[config.mk]
export PLATFORM = sky130hd
export DESIGN_NAME = id_ex_operand_stage
export DESIGN_NICKNAME = d
export VERILOG_FILES = /design/src/rtl/pipe_pkg.sv /design/src/rtl/fwd_unit.sv /design/src/rtl/id_ex_operand_stage.sv
export SDC_FILE = /design/constraint.sdc
export NUM_CORES = 1
export LEC_CHECK = 0
export BUFFER_PORTS_ARGS = -buffer_cell sky130_fd_sc_hd__buf_2
export CELL_PAD_IN_SITES_DETAIL_PLACEMENT = 2
export CELL_PAD_IN_SITES_GLOBAL_PLACEMENT = 2
export CORE_UTILIZATION = 29
export CTS_CLUSTER_DIAMETER = 30
export DETAILED_ROUTE_END_ITERATION = 8
export PLACE_DENSITY = 0.81
export SLEW_MARGIN = 10
export SYNTH_ARGS = -nofsm -noshare
export SYNTH_HDL_FRONTEND = slang
export SYNTH_HIERARCHICAL = 1
export SYNTH_SLANG_ARGS = --single-unit
[constraint.sdc]
create_clock -name clk -period 2.64 [get_ports clk]
set_input_delay 0.396 -clock clk [delete_from_list [all_inputs] [get_ports clk]]
set_output_delay 0.396 -clock clk [all_outputs]
set_load 0.02 [all_outputs]
[src/rtl/pipe_pkg.sv]
// Shared encodings for the ID/EX operand stage: ALU control codes, ALUOp codes,
// R-type funct codes and the bit positions inside the 4-bit control bundle.
package pipe_pkg;

  localparam logic [3:0] ALUCTL_AND = 4'b0000;
  localparam logic [3:0] ALUCTL_OR  = 4'b0001;
  localparam logic [3:0] ALUCTL_ADD = 4'b0010;
  localparam logic [3:0] ALUCTL_SUB = 4'b0110;
  localparam logic [3:0] ALUCTL_SLT = 4'b0111;
  localparam logic [3:0] ALUCTL_NOR = 4'b1100;

  localparam logic [1:0] ALUOP_ADD   = 2'b00;
  localparam logic [1:0] ALUOP_SUB   = 2'b01;
  localparam logic [1:0] ALUOP_RTYPE = 2'b10;
  localparam logic [1:0] ALUOP_ORI   = 2'b11;

  localparam logic [5:0] FUNCT_ADD = 6'b100000;
  localparam logic [5:0] FUNCT_SUB = 6'b100010;
  localparam logic [5:0] FUNCT_AND = 6'b100100;
  localparam logic [5:0] FUNCT_OR  = 6'b100101;
  localparam logic [5:0] FUNCT_SLT = 6'b101010;
  localparam logic [5:0] FUNCT_NOR = 6'b100111;

  // ctl = {reg_write, mem_read, mem_write, mem_to_reg}
  localparam int CTL_REG_WRITE  = 3;
  localparam int CTL_MEM_READ   = 2;
  localparam int CTL_MEM_WRITE  = 1;
  localparam int CTL_MEM_TO_REG = 0;

  typedef struct packed {
    logic       illegal;
    logic [3:0] alu_ctl;
  } alu_dec_t;

endpackage

[src/rtl/fwd_unit.sv]
// Per-source bypass mux: EX/MEM result beats MEM/WB result beats the value
// read from the register file; register 0 is never bypassed.
module fwd_unit #(
  parameter int XLEN = 32,
  parameter int RAW  = 5
) (
  input  logic [RAW-1:0]  src,
  input  logic [XLEN-1:0] reg_data,
  input  logic            exm_wr,
  input  logic [RAW-1:0]  exm_rd,
  input  logic [XLEN-1:0] exm_data,
  input  logic            wb_wr,
  input  logic [RAW-1:0]  wb_rd,
  input  logic [XLEN-1:0] wb_data,
  output logic [XLEN-1:0] fwd_data
);

  logic exm_hit_s;
  logic wb_hit_s;

  assign exm_hit_s = exm_wr && (exm_rd != {RAW{1'b0}}) && (exm_rd == src);
  assign wb_hit_s  = wb_wr  && (wb_rd  != {RAW{1'b0}}) && (wb_rd  == src);

  // Priority select of the freshest producer.
  always_comb begin
    fwd_data = reg_data;
    if (exm_hit_s) begin
      fwd_data = exm_data;
    end else if (wb_hit_s) begin
      fwd_data = wb_data;
    end else begin
      fwd_data = reg_data;
    end
  end

endmodule

[src/rtl/id_ex_operand_stage.sv]
// ID/EX pipeline register with ALU-control decode, load-use bubble insertion
// and operand bypassing feeding the ripple-carry ALU.
module id_ex_operand_stage
  import pipe_pkg::*;
#(
  parameter int XLEN = 32,
  parameter int RAW  = 5
) (
  input  logic            clk,
  input  logic            rst_n,
  input  logic            id_valid,
  input  logic [RAW-1:0]  id_rs,
  input  logic [RAW-1:0]  id_rt,
  input  logic [RAW-1:0]  id_rd,
  input  logic [XLEN-1:0] id_rs_data,
  input  logic [XLEN-1:0] id_rt_data,
  input  logic [XLEN-1:0] id_imm,
  input  logic [5:0]      id_funct,
  input  logic [1:0]      id_alu_op,
  input  logic            id_alu_src,
  input  logic [3:0]      id_ctl,
  input  logic            stall,
  input  logic            flush,
  input  logic            exm_wr,
  input  logic            wb_wr,
  input  logic [RAW-1:0]  exm_rd,
  input  logic [RAW-1:0]  wb_rd,
  input  logic [XLEN-1:0] exm_data,
  input  logic [XLEN-1:0] wb_data,
  output logic            load_use_stall,
  output logic [3:0]      alu_ctl,
  output logic [XLEN-1:0] alu_a,
  output logic [XLEN-1:0] alu_b,
  output logic [XLEN-1:0] ex_store_data,
  output logic [RAW-1:0]  ex_rd,
  output logic [3:0]      ex_ctl,
  output logic            ex_valid,
  output logic            ex_illegal
);

  logic            valid_r;
  logic [3:0]      ctl_r;
  logic            illegal_r;
  logic [3:0]      alu_ctl_r;
  logic [RAW-1:0]  rs_r;
  logic [RAW-1:0]  rt_r;
  logic [RAW-1:0]  rd_r;
  logic [XLEN-1:0] rs_data_r;
  logic [XLEN-1:0] rt_data_r;
  logic [XLEN-1:0] imm_r;
  logic            alu_src_r;

  logic            load_use_s;
  alu_dec_t        dec_s;
  logic [XLEN-1:0] fwd_rs_s;
  logic [XLEN-1:0] fwd_rt_s;

  function automatic alu_dec_t alu_decode(input logic [1:0] op, input logic [5:0] funct);
    alu_dec_t d;
    d.illegal = 1'b0;
    d.alu_ctl = ALUCTL_ADD;
    case (op)
      ALUOP_ADD: d.alu_ctl = ALUCTL_ADD;
      ALUOP_SUB: d.alu_ctl = ALUCTL_SUB;
      ALUOP_ORI: d.alu_ctl = ALUCTL_OR;
      ALUOP_RTYPE: begin
        case (funct)
          FUNCT_ADD: d.alu_ctl = ALUCTL_ADD;
          FUNCT_SUB: d.alu_ctl = ALUCTL_SUB;
          FUNCT_AND: d.alu_ctl = ALUCTL_AND;
          FUNCT_OR:  d.alu_ctl = ALUCTL_OR;
          FUNCT_SLT: d.alu_ctl = ALUCTL_SLT;
          FUNCT_NOR: d.alu_ctl = ALUCTL_NOR;
          default: begin
            d.alu_ctl = ALUCTL_ADD;
            d.illegal = 1'b1;
          end
        endcase
      end
      default: d.alu_ctl = ALUCTL_ADD;
    endcase
    return d;
  endfunction

  assign dec_s = alu_decode(id_alu_op, id_funct);

  assign load_use_s = valid_r && ctl_r[CTL_MEM_READ] && id_valid && (rd_r != {RAW{1'b0}})
                      && ((rd_r == id_rs) || (rd_r == id_rt));

  // Stage register; flush outranks stall, which outranks the load-use bubble.
  always_ff @(posedge clk or negedge rst_n) begin
    if (!rst_n) begin
      valid_r   <= 1'b0;
      ctl_r     <= 4'b0000;
      illegal_r <= 1'b0;
      alu_ctl_r <= 4'b0000;
      rs_r      <= {RAW{1'b0}};
      rt_r      <= {RAW{1'b0}};
      rd_r      <= {RAW{1'b0}};
      rs_data_r <= {XLEN{1'b0}};
      rt_data_r <= {XLEN{1'b0}};
      imm_r     <= {XLEN{1'b0}};
      alu_src_r <= 1'b0;
    end else if (flush || (!stall && load_use_s)) begin
      valid_r   <= 1'b0;
      ctl_r     <= 4'b0000;
      illegal_r <= 1'b0;
    end else if (!stall) begin
      valid_r   <= id_valid;
      ctl_r     <= id_valid ? id_ctl : 4'b0000;
      illegal_r <= id_valid & dec_s.illegal;
      alu_ctl_r <= dec_s.alu_ctl;
      rs_r      <= id_rs;
      rt_r      <= id_rt;
      rd_r      <= id_rd;
      rs_data_r <= id_rs_data;
      rt_data_r <= id_rt_data;
      imm_r     <= id_imm;
      alu_src_r <= id_alu_src;
    end
  end

  fwd_unit #(.XLEN(XLEN), .RAW(RAW)) u_fwd_rs (
    .src(rs_r), .reg_data(rs_data_r),
    .exm_wr(exm_wr), .exm_rd(exm_rd), .exm_data(exm_data),
    .wb_wr(wb_wr), .wb_rd(wb_rd), .wb_data(wb_data),
    .fwd_data(fwd_rs_s)
  );

  fwd_unit #(.XLEN(XLEN), .RAW(RAW)) u_fwd_rt (
    .src(rt_r), .reg_data(rt_data_r),
    .exm_wr(exm_wr), .exm_rd(exm_rd), .exm_data(exm_data),
    .wb_wr(wb_wr), .wb_rd(wb_rd), .wb_data(wb_data),
    .fwd_data(fwd_rt_s)
  );

  // Operand outputs are forced to zero while the EX slot is empty.
  always_comb begin
    alu_a         = {XLEN{1'b0}};
    alu_b         = {XLEN{1'b0}};
    ex_store_data = {XLEN{1'b0}};
    if (valid_r) begin
      alu_a         = fwd_rs_s;
      alu_b         = alu_src_r ? imm_r : fwd_rt_s;
      ex_store_data = fwd_rt_s;
    end else begin
      alu_a         = {XLEN{1'b0}};
      alu_b         = {XLEN{1'b0}};
      ex_store_data = {XLEN{1'b0}};
    end
  end

  assign load_use_stall = load_use_s;
  assign alu_ctl        = alu_ctl_r;
  assign ex_rd          = rd_r;
  assign ex_ctl         = ctl_r;
  assign ex_valid       = valid_r;
  assign ex_illegal     = illegal_r;

endmodule

==> results of run 1 <==
==> flip-flops by register name, indices dropped and copies added, names as in the netlist <==
name,flops
ex_valid,1
imm_r,32
ex_ctl,4
ex_rd,5
ex_illegal,1
rs_data_r,32
alu_src_r,1
rs_r,5
alu_ctl,4
rt_r,5
rt_data_r,32
==> synthesized netlist by cell type, types with 3 or more instances <==
| cell type | instances | area, sq um |
|---|---|---|
| a21oi_4 | 3 | 48.80 |
| a31oi_1 | 64 | 400.4 |
| and2_1 | 69 | 431.7 |
| buf_1 | 6 | 22.52 |
| buf_2 | 18 | 90.09 |
| buf_4 | 6 | 45.04 |
| buf_6 | 5 | 56.30 |
| clkbuf_1 | 58 | 217.7 |
| dfrtp_1 | 122 | 3053 |
| inv_1 | 3 | 11.26 |
| mux2_1 | 40 | 450.4 |
| mux2_2 | 76 | 855.8 |
| mux2i_1 | 32 | 320.3 |
| nand2_1 | 16 | 60.06 |
| nand3_1 | 7 | 35.03 |
| nand3b_1 | 4 | 30.03 |
| nand4_1 | 64 | 400.4 |
| nor2_1 | 5 | 18.77 |
| nor2b_1 | 35 | 219.0 |
| nor4_1 | 66 | 412.9 |
| o21a_1 | 3 | 22.52 |
| o21ai_0 | 6 | 30.03 |
| o31ai_1 | 65 | 488.0 |
| or2_2 | 3 | 18.77 |
| xnor2_1 | 26 | 227.7 |
==> cell type report <==
cell class                      count  area share [%]
Sequential cell                   122           22.04
Tap cell                          372           3.347
Inverter                            3         0.08099
Antenna cell                        7          0.1260
Clock buffer                       17           3.059
Clock inverter                     15           1.296
Multi-Input combinational cell    605           46.77
Timing Repair Buffer              403           23.28
==> worst max-delay path by stage <==
stage                           end  slack (ns)  cells after the start
after CTS                 alu_b[21]       -0.22                      8
after global placement    alu_b[22]       -0.13                     10
after global routing       alu_b[8]       -0.42                      8
after detailed placement  alu_b[22]       -0.15                     10
after floorplan            alu_b[1]        0.31                      7
final                      alu_b[0]       -0.37                      8
==> what timing repair did <==
action / in CTS / in global routing
pin swaps: 63 / 46
setup endpoints to repair: 96 / 96
hold buffers: 1 / 0
gates resized for setup: 353 / 103
gates cloned: 9 / 6
setup buffers: 11 / 11
endpoints found under the hold margin: 43 / 0
==> per-layer routing <==
layer	track usage, %	vias to the layer above	wire length, um
met4	12.81	2	1600
li1	-	3832	-
met1	36.68	4659	18560
met5	0	-	10
met2	54.34	401	23390
met3	5.294	117	2242
==> metrics by stage <==
stage / hold slack, ns / utilization, % / total power, mW / worst slack (ns) / TNS (ns)
2_1_floorplan: 0.1004 / - / 3.562 / 0.3146 / 0
4_1_cts: 0.1671 / 48.35 / 7.939 / -0.2153 / -10.91
6_report: 0.1785 / 51.02 / 8.343 / -0.3663 / -19.50
3_3_place_gp: 0.3672 / 38.20 / 4.470 / -0.1257 / -0.4429
5_1_grt: 0.1810 / 51.01 / 8.584 / -0.4232 / -25.14
3_5_place_dp: 0.3702 / 38.20 / 4.584 / -0.1463 / -1.714
==> power groups by stage <==
stage          sequential [mW]  clock [mW]  combinational, mW
2_1_floorplan             2.31           0               1.25
3_3_place_gp              2.33           0               2.14
3_5_place_dp              2.36           0               2.23
4_1_cts                   2.39        2.56               2.99
5_1_grt                   2.45        2.64               3.49
6_report                  2.42        2.55               3.37
==> cell families after synthesis <==
group                     Yosys count  share of synthesized area [%]
and+or+nand+nor                   280                          21.04
AOI/OAI and AO/OA                 151                          13.11
muxes                             148                          20.02
DFF                               122                          37.58
buffers and inverters              96                          5.452
xor gates and xnor gates           26                          2.803
==> flow_summary.toml, run 1 <==
[run_status]
status = "finished, violations left"
violations = "negative setup slack"

[setup_path]
crit_family = "simple AND/OR/NAND/NOR gates"
worstPathMaxFanout = 12
rr_worst_depth = 5
r2r_start = "ex_rd[0]$_DFFE_PN0P_"
crit_start = "rt_r[2]$_DFFE_PN0P_"
path_cells = "xnor2_2 -> nand3_2 -> or3_4 -> buf_12 -> a31oi_4 -> mux2i_1 -> nor2b_1 -> buf_4"
critical_path_required_ns = 2.24
path_buf_inv = 2
cp-start-kind = "flop"
slowest_delay_ns = 0.46
worst_ep_arrival_time_ns = 2.61
worst-setup-path-type = "flop to output pin"
cp_slowest_cell = "dfrtp_2"
worstReg2RegEnd = "rs_data_r[20]$_DFFE_PN0P_"
reg2reg_slack_ns = 0.53
cp-end-kind = "output pin"

[timing]
setup_slack_ns = -0.3663
drv_slew = 0
relSlewSlack_pct = 41.85
setup_viol = 96
fin_skew_ns = 0.01175
period_needed_ns = 3.006
hold_violations = 0
worstMarginPinSlew_ns = 0.8723
max_freq_ghz = 0.3326
fin_crit_sh_pct = 113.9
rsz0062_at_grt = "yes"

[layout]
layout-drive-gt1-share_pct = 60.60
seq_area_sq_um = 3064
final_cell_mix = "225 x buf_2, 113 x dfrtp_1, 85 x buf_4"
fin_cells = 1544
area_growth_syn_to_layout_pct = 71.15
nNetsFinal = 1357
fill_cells = 2701
mostFrequentLayoutCell = "buf_2"
fin_area_sq_um = 13900
multi_input_area_sq_um = 6504

[power_and_ir_drop]
p_int_mw = 5.051
pwr-share-comb_pct = 40.4
irDropWorstVdd_v = 0.0004552
clock_power_share_pct = 30.6
swShare_pct = 39.45
power_density_nw_per_um2 = 600.0
p_seq_share_pct = 29.1
switchingPower_mw = 3.291
power_leakage_nw = 5.450

[placement]
routabilityCongestion = 0.8391
placedCellCount = 1470
place_area_sq_um = 10410
hpwl_um = 27690
numPortBuffers = 316

[drt]
finalWirelength_um = 45800
drtPass1Iterations = 5
vias = 9011
post_drt_via_cell_ratio = 5.836
avgRoutedWirePerCell_um = 29.67
drc = 0
antenna_left = 0
drt_iter0_drc = 598

[clock_tree]
htreeDepth = 4
cts_tree = "built"
clock_path_buffers = 2
clkLatencyLatePin_ns = 0.43
cts_buffers = 17
root_buffer = "clkbuf_16"
clk_pin_slew_ns = 0.07
numClockSinks = 122

[synth]
synth_fp_nets = 1028
synth.distinct_cells = 39
synth_edf_count = 0
ys.warnings.count = 6
ys_async_sr_fraction_pct = 100.0
ys_dominant_reg_cell = "dfrtp_1"
synth.cell_area_sq_um = 8124
synth-seq-area-share_pct = 37.58
avgSynthCellArea_sq_um = 9.871
syn_inst = 823
ys_ff_latch = 122

[min_path]
min_to = "rt_data_r[9]$_DFFE_PN0P_"
hp-class = "input port to flop"
min_path_cells = 2
hold_path_startpoint = "id_rt_data[9]"

[global_routing]
grt_antenna_before_repair = 6
grt_first_pass_wirelength_um = 65670
grt_pass1_vias = 10160
grt_usage_pct = 30.74
grt-ovfl-total = 0
grt_max_degree = 99

[floorplan]
die_h_um = 169.4
coreArea_sq_um = 27250
die_area_sq_um = 28690
initial_core_util_pct = 29.81
rows = 60
die_w_um = 169.4
pin_count = 317

[run]
max_cap_viol_count = 0
No activity file was read; power rests on OpenSTA's default activity.
==> run 2, diff against run 1 <==
- SKIP_LAST_GASP: not set -> 1
==> run 2 against run 1 <==
  * The run still ends with negative setup slack left
  * Clock power barely moved
  * Via count increased by 0.39%
  * Cell count increased by 0.13%
  * Largest power group unchanged
  * Global-route usage is 0.56 points lower
  * Critical path type unchanged
  * Core utilization shrank 0.12 points
  * Total power about the same
  * Die area did not move
==> flow_summary.toml, run 2 (synthesis gave the netlist of run 1 again) <==
[floorplan]
die_area_sq_um = 28690
pin_count = 317
initial_core_util_pct = 29.81
die_h_um = 169.4
rows = 60
die_w_um = 169.4
coreArea_sq_um = 27250

[setup_path]
critical_path_required_ns = 2.24
crit_start = "rt_r[0]$_DFFE_PN0P_"
worstReg2RegEnd = "rt_data_r[19]$_DFFE_PN0P_"
endpoint = "alu_b[21]"
worstPathMaxFanout = 5
r2r_start = "ex_rd[0]$_DFFE_PN0P_"
worst_ep_arrival_time_ns = 2.61
reg2reg_slack_ns = 0.53
worst-setup-path-type = "flop to output pin"
cp-start-kind = "flop"
rr_worst_depth = 5
cp-end-kind = "output pin"

[clock_tree]
cts_buffers = 17
numClockSinks = 122
clkLatencyLatePin_ns = 0.43
clock_path_buffers = 2
htreeDepth = 4
cts_tree = "built"
clk_pin_slew_ns = 0.07
root_buffer = "clkbuf_16"

[layout]
layout-drive-gt1-share_pct = 61.20
reg_top3 = "imm_r (32), rs_data_r (32), rt_data_r (32)"
nNetsFinal = 1357
area_growth_syn_to_layout_pct = 70.74
fin_area_sq_um = 13870
final_cell_mix = "237 x buf_2, 114 x dfrtp_1, 88 x buf_4"
seq_area_sq_um = 3063
fill_cells = 2691
final_util_pct = 50.90
multi_input_area_sq_um = 6556
mostFrequentLayoutCell = "buf_2"

[global_routing]
grt_antenna_before_repair = 10
met2_usage_pct = 53.10
grt_usage_pct = 30.18
gr-usage-met1_pct = 37.00
grt_use_met3_pct = 5.201
grt-ovfl-total = 0
grt_max_degree = 99
top_usage_layer = "met2"
grt_pass1_vias = 10020
grt_first_pass_wirelength_um = 64630

[run_status]
violations = "negative setup slack"
status = "finished, violations left"

[min_path]
hold_path_startpoint = "id_rt_data[9]"
hp-class = "input port to flop"
min_path_cells = 2

[power_and_ir_drop]
switchingPower_mw = 3.300
p_seq_share_pct = 29.1
pwr-share-comb_pct = 40.4
irDropWorstVdd_v = 0.0003792
p_int_mw = 5.036
clock_power_share_pct = 30.5
power_leakage_nw = 5.448
power_density_nw_per_um2 = 601.0
swShare_pct = 39.59

[drt]
vias = 9046
drt_iter0_drc = 470
drc = 0
post_drt_via_cell_ratio = 5.851
drtPass1Iterations = 5
finalWirelength_um = 47200
avgRoutedWirePerCell_um = 30.53
antenna_left = 0

[run]
max_cap_viol_count = 0

[timing]
holdWs_ns = 0.1868
worstMarginPinSlew_ns = 0.9109
max_freq_ghz = 0.3324
relSlewSlack_pct = 39.27
setup_slack_ns = -0.3684
setup_viol = 96
rsz0062_at_grt = "yes"
drv_slew = 0
fin_skew_ns = 0.01503
hold_violations = 0
period_needed_ns = 3.008
fin_crit_sh_pct = 114.0

[placement]
routabilityCongestion = 0.8391
place_area_sq_um = 10410
numPortBuffers = 316
hpwl_um = 27690
dp_slack_ns = -0.1463
## run 2: per-layer routing
layer | routed length, um | vias to the layer above
met5 | 23 | -
met4 | 1819 | 4
met3 | 2568 | 111
met2 | 23610 | 424
met1 | 19170 | 4687
li1 | - | 3820
## run 2: power groups by stage
stage	clock [mW]	combinational, mW	sequential (mW)
6_report	2.54	3.37	2.42
5_1_grt	2.64	3.50	2.45
4_1_cts	2.56	2.96	2.39
3_5_place_dp	0	2.23	2.36
3_3_place_gp	0	2.14	2.33
2_1_floorplan	0	1.25	2.31
## run 2: layout make-up
type	instances	share of cell area, %
antenna	9	0.1624
inverter	3	0.08118
tap	372	3.356
clock inverter	15	1.299
sequential	122	22.08
timing repair buffer	403	22.69
clock buffer	17	3.067
multi-input combinational	605	47.27
## run 2: how the worst min path moves through the flow
stage	slack, ns	end
CTS	0.17	rt_data_r[8]$_DFFE_PN0P_
floorplan	0.10	alu_ctl[0]$_DFFE_PN0P_
global route	0.18	ex_rd[1]$_DFFE_PN0P_
finish	0.19	rt_data_r[9]$_DFFE_PN0P_
global placement	0.37	imm_r[6]$_DFFE_PN0P_
detailed placement	0.37	imm_r[6]$_DFFE_PN0P_
## run 2: stage by stage
step / TNS [ns] / total power [mW] / std cells
after floorplan: 0 / 3.562 / 823
after global placement: -0.4429 / 4.470 / 1470
after detailed placement: -1.714 / 4.584 / 1470
after CTS: -11.42 / 7.907 / 1523
after global routing: -26.10 / 8.592 / 1544
final: -19.23 / 8.336 / 1546
## run 2: critical path, cell delays in order, from the launching register on
cell	delay (ns)
dfrtp_1	0.47
xnor2_2	0.21
nand3_2	0.12
or3_4	0.44
buf_12	0.19
a31oi_4	0.21
mux2i_1	0.12
nor2b_1	0.22
buf_4	0.19
## run 2: what timing repair did
item                                    4_1_cts  5_1_grt
pin swaps                                    57       36
endpoints found under the hold margin        43        0
hold buffers                                  1        0
endpoints found under the setup margin       96       96
setup buffers                                11        9
gates resized for setup                     331       97
gates cloned                                  9        9
